===== src/rtl/audio_mixer_sd_pkg.sv =====
// Shared sizing helpers for the audio mixer: clog2, accumulator width, saturation bounds.
package audio_mixer_pkg;

    function automatic int clog2(input int n);
        int r;
        r = 0;
        for (int i = 0; i < 31; i++)
            if ((1 << i) < n) r = i + 1;
        return r;
    endfunction

    function automatic int acc_w(input int in_w, input int gain_w, input int num_ch);
        return in_w + gain_w + 1 + clog2(num_ch);
    endfunction

    function automatic longint sat_max(input int in_w);
        return (longint'(1) << (in_w - 1)) - 1;
    endfunction

    function automatic longint sat_min(input int in_w);
        return -(longint'(1) << (in_w - 1));
    endfunction

    localparam int     DEF_IN_W = 16;
    localparam longint SAT_MAX  = sat_max(DEF_IN_W);
    localparam longint SAT_MIN  = sat_min(DEF_IN_W);

endpackage


===== src/rtl/audio_mixer_sd_modulator.sv =====
// 1-bit sigma-delta modulator; first-order carry type, or second-order when AUDIO_MIXER_SD_2ND_ORDER_EN is defined.
// Updates every clock from the held sample; no handshake, dac_out is registered.
module sd_modulator #(
    parameter int IN_W = 16
) (
    input  logic            clk_vga,
    input  logic            reset_wire,
    input  logic [IN_W-1:0] sample,
    output logic            dac_out
);

`ifdef AUDIO_MIXER_SD_2ND_ORDER_EN
    localparam int IW = IN_W + 4;
    localparam int EW = IN_W + 6;
    localparam logic signed [EW-1:0] I_MAX = {{(EW-IW+1){1'b0}}, {(IW-1){1'b1}}};
    localparam logic signed [EW-1:0] I_MIN = ~I_MAX;
    localparam logic signed [EW-1:0] FB_P  = EW'(longint'(1) << (IN_W - 1));

    logic signed [IW-1:0] i1, i2, i1_nxt, i2_nxt;
    logic signed [EW-1:0] x, fb, i1_sum, i2_sum;

    // Integrators clamp rather than wrap so large inputs cannot flip the loop sign.
    always_comb begin
        x      = {{(EW-IN_W){sample[IN_W-1]}}, sample};
        fb     = dac_out ? FB_P : -FB_P;
        i1_sum = {{(EW-IW){i1[IW-1]}}, i1} + x - fb;
        i1_nxt = (i1_sum > I_MAX) ? I_MAX[IW-1:0] :
                 (i1_sum < I_MIN) ? I_MIN[IW-1:0] : i1_sum[IW-1:0];
        i2_sum = {{(EW-IW){i2[IW-1]}}, i2} + {{(EW-IW){i1_nxt[IW-1]}}, i1_nxt} - fb;
        i2_nxt = (i2_sum > I_MAX) ? I_MAX[IW-1:0] :
                 (i2_sum < I_MIN) ? I_MIN[IW-1:0] : i2_sum[IW-1:0];
    end

    always_ff @(posedge clk_vga or posedge reset_wire) begin
        if (reset_wire) begin
            i1      <= '0;
            i2      <= '0;
            dac_out <= 1'b0;
        end else begin
            i1      <= i1_nxt;
            i2      <= i2_nxt;
            dac_out <= ~i2_nxt[IW-1];
        end
    end
`else
    logic [IN_W-1:0] sd1;
    logic [IN_W:0]   sd_sum;

    // Offset-binary input: carry-out density equals u / 2^IN_W.
    always_comb begin
        sd_sum = {1'b0, sd1} + {1'b0, ~sample[IN_W-1], sample[IN_W-2:0]};
    end

    always_ff @(posedge clk_vga or posedge reset_wire) begin
        if (reset_wire) begin
            sd1     <= '0;
            dac_out <= 1'b0;
        end else begin
            sd1     <= sd_sum[IN_W-1:0];
            dac_out <= sd_sum[IN_W];
        end
    end
`endif

endmodule


===== src/rtl/audio_mixer_sd.sv =====
// N-channel gain/saturating mixer, one channel per clk_vga; mix_out every NUM_CH clocks, no backpressure.
// Feeds sd_modulator (order set by AUDIO_MIXER_SD_2ND_ORDER_EN) for the 1-bit dac_out.
module audio_mixer_sd #(
    parameter int NUM_CH     = 4,
    parameter int IN_W       = 16,
    parameter int GAIN_W     = 4,
    parameter int GAIN_SHIFT = 2
) (
    input  logic                     clk_vga,
    input  logic                     reset_wire,
    input  logic [NUM_CH*IN_W-1:0]   ch_data,
    input  logic [NUM_CH*GAIN_W-1:0] ch_gain,
    input  logic                     mute,
    output logic [IN_W-1:0]          mix_out,
    output logic                     mix_valid,
    output logic                     clip,
    output logic                     dac_out
);
    import audio_mixer_pkg::*;

    localparam int ACC_W = acc_w(IN_W, GAIN_W, NUM_CH);
    localparam int CH_W  = (NUM_CH > 1) ? clog2(NUM_CH) : 1;
    localparam logic [CH_W-1:0]         LAST_CH = CH_W'(NUM_CH - 1);
    localparam logic signed [ACC_W-1:0] SAT_HI  = ACC_W'(sat_max(IN_W));
    localparam logic signed [ACC_W-1:0] SAT_LO  = ACC_W'(sat_min(IN_W));

    logic [CH_W-1:0]         ch_idx;
    logic [IN_W-1:0]         smp;
    logic [GAIN_W-1:0]       gn;
    logic signed [ACC_W-1:0] acc, prod, base, sum, scaled;
    logic                    sat_hi, sat_lo, last_slot;
    logic [IN_W-1:0]         mix_next;

    // Slot 0 restarts from zero so a frame never inherits a previous partial sum.
    always_comb begin
        smp       = ch_data[ch_idx*IN_W +: IN_W];
        gn        = ch_gain[ch_idx*GAIN_W +: GAIN_W];
        prod      = $signed({{(ACC_W-IN_W){smp[IN_W-1]}}, smp}) *
                    $signed({{(ACC_W-GAIN_W){1'b0}}, gn});
        base      = (ch_idx == '0) ? '0 : acc;
        sum       = base + prod;
        scaled    = sum >>> GAIN_SHIFT;
        sat_hi    = scaled > SAT_HI;
        sat_lo    = scaled < SAT_LO;
        mix_next  = sat_hi ? SAT_HI[IN_W-1:0] :
                    sat_lo ? SAT_LO[IN_W-1:0] : scaled[IN_W-1:0];
        last_slot = (ch_idx == LAST_CH);
    end

    always_ff @(posedge clk_vga or posedge reset_wire) begin
        if (reset_wire) begin
            ch_idx    <= '0;
            acc       <= '0;
            mix_out   <= '0;
            mix_valid <= 1'b0;
            clip      <= 1'b0;
        end else begin
            acc       <= sum;
            ch_idx    <= last_slot ? '0 : ch_idx + 1'b1;
            mix_valid <= last_slot;
            if (last_slot) begin
                mix_out <= mute ? '0 : mix_next;
                clip    <= ~mute & (sat_hi | sat_lo);
            end
        end
    end

    sd_modulator #(.IN_W(IN_W)) u_mod (
        .clk_vga    (clk_vga),
        .reset_wire (reset_wire),
        .sample     (mix_out),
        .dac_out    (dac_out)
    );

endmodule


===== config.mk =====
export PLATFORM = sky130hd
export DESIGN_NAME = audio_mixer_sd
export DESIGN_NICKNAME = d
export VERILOG_FILES = /design/src/rtl/audio_mixer_sd_pkg.sv /design/src/rtl/audio_mixer_sd_modulator.sv /design/src/rtl/audio_mixer_sd.sv
export SDC_FILE = /design/constraint.sdc
export NUM_CORES = 1
export LEC_CHECK = 0
export BUFFER_PORTS_ARGS = -buffer_cell sky130_fd_sc_hd__buf_2
export CAP_MARGIN = 20
export CORE_UTILIZATION = 52
export DETAILED_ROUTE_END_ITERATION = 8
export HOLD_SLACK_MARGIN = 0.08
export PLACE_DENSITY = 0.81
export SYNTH_ARGS = -nofsm -noshare
export SYNTH_HDL_FRONTEND = slang
export SYNTH_SLANG_ARGS = --single-unit

===== constraint.sdc =====
create_clock -name clk_vga -period 8.1 [get_ports clk_vga]
set_clock_uncertainty 0.15 [all_clocks]
set_input_delay 0.81 -clock clk_vga [delete_from_list [all_inputs] [get_ports clk_vga]]
set_output_delay 0.81 -clock clk_vga [all_outputs]
set_load 0.02 [all_outputs]

Word level (Yosys, flattened, before mapping)
Cells that the tools add are included.
{ "totals": {"register_bits": 60, "in_bits": 83} }
{ "classes": {"addsub": 3, "mul": 1, "order_cmp": 2, "n_eq_ne": 1, "shifts": 2, "mux": 5, "bitwise_logic": 4, "reduce_logical": 1} }
{ "op_table": {"columns": ["operator", "count"], "rows": [
  ["$shiftx A64 B7 Y16", 1],
  ["$mux W16", 3],
  ["$add A23 B21 Y23", 1],
  ["$mux W23", 1],
  ["$gt A21 B16 Y1 const B", 1],
  ["$lt A21 B16 Y1 const B", 1],
  ["$mul A16 B5 Y21", 1],
  ["$add A16 B16 Y17", 1],
  ["$shiftx A16 B5 Y4", 1],
  ["$add A2 B1 Y2 const B", 1],
  ["$eq A2 B2 Y1 const B", 1],
  ["$logic_not A2 Y1", 1],
  ["$mux W2", 1],
  ["$not A1 Y1", 2],
  ["$and A1 B1 Y1", 1],
  ["$or A1 B1 Y1", 1]
]} }

Logic depth before layout (Yosys ltp)
{ "logic_depth": {"word_depth": 7, "mapped_depth": 23, "ltp_nobuf": 19} }

By module
Synthesis repeated with hierarchy kept, for this count alone.
{ "hier_totals": {"cells_unflattened": 668, "area_unflattened_um2": 6637.6} }
{ "modules_own_cells": {"columns": ["module", "n_inst", "cells_each", "area_per_inst_um2"], "rows": [
  ["audio_mixer_sd", 1, 549, 5450.2],
  ["sd_modulator", 1, 119, 1187.4]
]} }

Worst setup path before layout
OpenSTA, ideal clock, no wires.
{ "synth_path": {"kind": "reg2reg", "startpoint": "register ch_idx[0]", "endpoint": "register mix_out[1]", "setup_time_ns": 0.129, "arrival_time_ns": 6.043, "required_time_ns": 7.821, "setup_slack_ns": 1.778, "stages_incl_launch_ff": 22, "path_buffers": 4, "period_less_slack_ns": 6.322, "cell_sequence": "dfrtp_1 -> buf_1 -> buf_2 -> mux4_2 -> and2_1 -> fa_1 -> fa_1 -> inv_1 -> fa_1 -> inv_1 -> ha_1 -> a21o_1 -> or3_1 -> o22ai_2 -> o21a_4 -> a31oi_4 -> or3_1 -> and3_1 -> buf_6 -> a22oi_4 -> buf_8 -> a22oi_2"} }
{ "synth_via": {"elab_chain_cells": 7, "elab_cells_between_ends": 12} }
{ "synth_rtl": {"columns": ["item", "line_no", "source"], "rows": [
  ["start, declared", "audio_mixer_sd.sv:27", "logic [CH_W-1:0] ch_idx;"],
  ["start signal, assigned", "audio_mixer_sd.sv:59", "ch_idx <= last_slot ? '0 : ch_idx + 1'b1;"],
  ["$shiftx A64 B7 Y16 (tied with other cells)", "audio_mixer_sd.sv:36", "smp = ch_data[ch_idx*IN_W +: IN_W];"],
  ["$mul A16 B5 Y21 or $mux W23 (tied branches)", "audio_mixer_sd.sv:38, audio_mixer_sd.sv:40", null],
  ["$add A23 B21 Y23", "audio_mixer_sd.sv:41", "sum = base + prod;"],
  ["$lt A21 B16 Y1", "audio_mixer_sd.sv:44", "sat_lo = scaled < SAT_LO;"],
  ["$mux W16", "audio_mixer_sd.sv:46", "sat_lo ? SAT_LO[IN_W-1:0] : scaled[IN_W-1:0];"],
  ["$mux W16", "audio_mixer_sd.sv:45", "mix_next = sat_hi ? SAT_HI[IN_W-1:0] :"],
  ["$mux W16", "audio_mixer_sd.sv:62", "mix_out <= mute ? '0 : mix_next;"],
  ["end signal, assigned", "audio_mixer_sd.sv:62", null],
  ["end, declared", "audio_mixer_sd.sv:14", "output logic [IN_W-1:0] mix_out,"]
]} }
Several ways; a longest one is shown, not always the timed one.
A chain may end at the register's enable or synchronous reset.

Worst setup path after layout
Same ends and word-level chain as after synthesis.

==> out/qor.csv <==
metric;value;unit
rsz0062_at_grt;false;
gr-total-overflow;0;
syn_nets;868;
wirelength;14.4;mm
cp-endpoint;mix_out[1];
ctsResizeCount;0;
totalNegativeSetupSlack;0;ns
period_share;83.4;%
dieArea;13100;µm²
rr_worst_depth;18;
fp-row-count;40;
ys_warn_count;0;
critPathCaptureType;flip-flop;
hold_viol;0;
ys_seq_area_share;22.8;%
syn_area;6590;µm²
grt_pass1_wl;24.7;mm
drive_above_1_share;21.8;%
hold_buffers;0;
fmax;148;MHz
dieWidth;115;µm
wl_per_cell;15.4;µm
hold_path_class;reg -> reg;
clock-sinks;60;
postCtsSetupBuffers;0;
layout.nets;965;
drt-pass1-iter-count;4;
diodes;0;
worst-setup-path-type;reg -> reg;
place_congestion;0.867;
critical_path_required;8.13;ns
fillCellCount;976;
start_util;54.1;%
clk_pin_slew;0.05;ns
drtAntennaViolNets;0;
final_common_cell;inv_1;
period_needed;6.76;ns
maxSlewViolCount;0;
dp_hpwl;11.8;mm
synth-main-ff-cell;dfrtp_1;
synth_edf_count;0;
syn_to_final_growth;15.1;%
async_flop_share;100;%
avgSynthCellArea;9.92;µm²
cp.arrival;6.79;ns
cp_max_fo;17;
relSlewSlack;30.7;%
r2r-start;ch_idx[0];
route.detailed.drc;0;
grt_max_degree;61;
cts_buffers;9;
core_area;12200;µm²
grt_pass1_vias;5322;
synth.distinct_cells;60;
tightest_slew;1.04;ns
ys_ff_latch;60;
clk-insertion-delay-late;0.33;ns
drt_iter0_markers;250;
root_buffer;clkbuf_16;
netlist_instances;664;
clk_path_buf_depth;2;
pin_count;102;
status;completed;
track_usage;24.0;%
drv_cap;0;
grt_antenna_before_repair;0;
min_delay_path_depth;1;
crit_start;ch_idx[0];
io_buffers;101;
finalSetupViolCount;0;
cts_tree;yes;
reg2reg_to;mix_out[1];
htree_num_levels;3;
rrSetupSlack;1.34;ns
chipHeight;115;µm
final_cell_mix;inv_1 (113), buf_2 (101), ha_1 (64);
routed_via_density;5.37;
start_kind;flip-flop;
vias;5014;
## metal layers
layer | routed length [µm] | global-route usage [%]
met4 | 191 | 6.06
met1 | 6460 | 31.5
met2 | 6950 | 40.9
met5 | 0 | 0
met3 | 763 | 4.34
## flip-flops by register name, summed over array words and instances, names as in the netlist
name	cells
u_mod.dac_out	1
mix_out	16
acc	23
ch_idx	2
mix_valid	1
u_mod.sd1	16
clip	1
## through the flow
step	setup WS, ns	hold WS [ns]	cell area (µm²)	instances	utilization (%)
after detailed placement	1.33	0.326	7230	918	59.5
after floorplan	1.78	0.293	6590	664	-
final	1.34	0.340	7580	934	62.3
after CTS	1.32	0.339	7580	934	62.3
after global routing	0.963	0.363	7580	934	62.3
after global placement	1.52	0.304	7230	918	59.5
## layout make-up
cell class	count	area, µm²	share of cell area, %
multi-input cells	471	4560	60.2
flip-flops and latches	60	1500	19.8
repair buffers	103	520	6.87
inverters	116	435	5.74
clock buffers	10	239	3.15
well taps	168	210	2.77
clock inverters	6	111	1.47
## cells in the mapped netlist, types with 2 or more instances
master	instances	area [µm²]
a2111oi_0	2	17.5
a211oi_2	2	25.0
a21o_1	7	52.6
a21oi_1	29	145
a31oi_1	13	81.3
and2_1	63	394
and3_1	5	31.3
buf_1	3	11.3
buf_2	2	10.0
clkbuf_1	10	37.5
dfrtp_1	60	1500
fa_1	57	1140
ha_1	64	801
inv_1	114	428
inv_2	2	7.51
mux4_2	20	450
nand2_1	39	146
nand2b_1	12	75.1
nand3_1	4	20.0
nand3b_1	2	15.0
nor2_1	25	93.8
nor2b_1	21	131
nor3_1	6	30.0
o211ai_1	3	22.5
o21a_1	7	52.6
o21ai_0	8	40.0
o21ai_1	9	45.0
o21ai_2	9	78.8
o21bai_1	2	15.0
o311ai_0	2	17.5
or3_1	5	31.3
xnor2_1	25	219
xor2_1	5	43.8
## worst max-delay path: stages, from the launching register on
cell     delay (ns)
dfrtp_1        0.85
buf_4          0.33
mux4_2         0.57
and2_1         0.20
fa_1           0.51
fa_1           0.50
inv_1          0.06
fa_1           0.53
inv_1          0.05
ha_1           0.34
a21o_1         0.21
or3_1          0.33
o22ai_2        0.21
o21a_4         0.19
a31oi_4        0.10
or3_1          0.36
and3_1         0.38
a22oi_4        0.58
a22oi_2        0.15
## kinds of logic (layout without fill, tap and decap cells)
| family | count (synthesis) | in the layout | share of synthesized area (%) |
|---|---|---|---|
| mux | 22 | 22 | 7.16 |
| fa+ha+maj | 121 | 121 | 29.5 |
| compound gates | 111 | 111 | 13.2 |
| xor+xnor | 30 | 30 | 3.99 |
| buf+inv | 133 | 235 | 7.90 |
| flops | 60 | 60 | 22.8 |
| simple gates | 187 | 187 | 15.5 |
## worst min-delay path by stage
stage | slack, ns | from | endpoint
finish | 0.34 | u_mod.sd1[0] | u_mod.sd1[0]
detailed placement | 0.33 | u_mod.sd1[0] | u_mod.sd1[0]
CTS | 0.34 | u_mod.sd1[0] | u_mod.sd1[0]
global route | 0.36 | u_mod.sd1[0] | u_mod.sd1[0]
global placement | 0.30 | u_mod.sd1[0] | u_mod.sd1[0]
floorplan | 0.29 | u_mod.sd1[0] | u_mod.sd1[0]
Power is left out: the tool's default activity adds up to more than one toggle a clock period on the data nets, which glitch-free logic cannot reach.
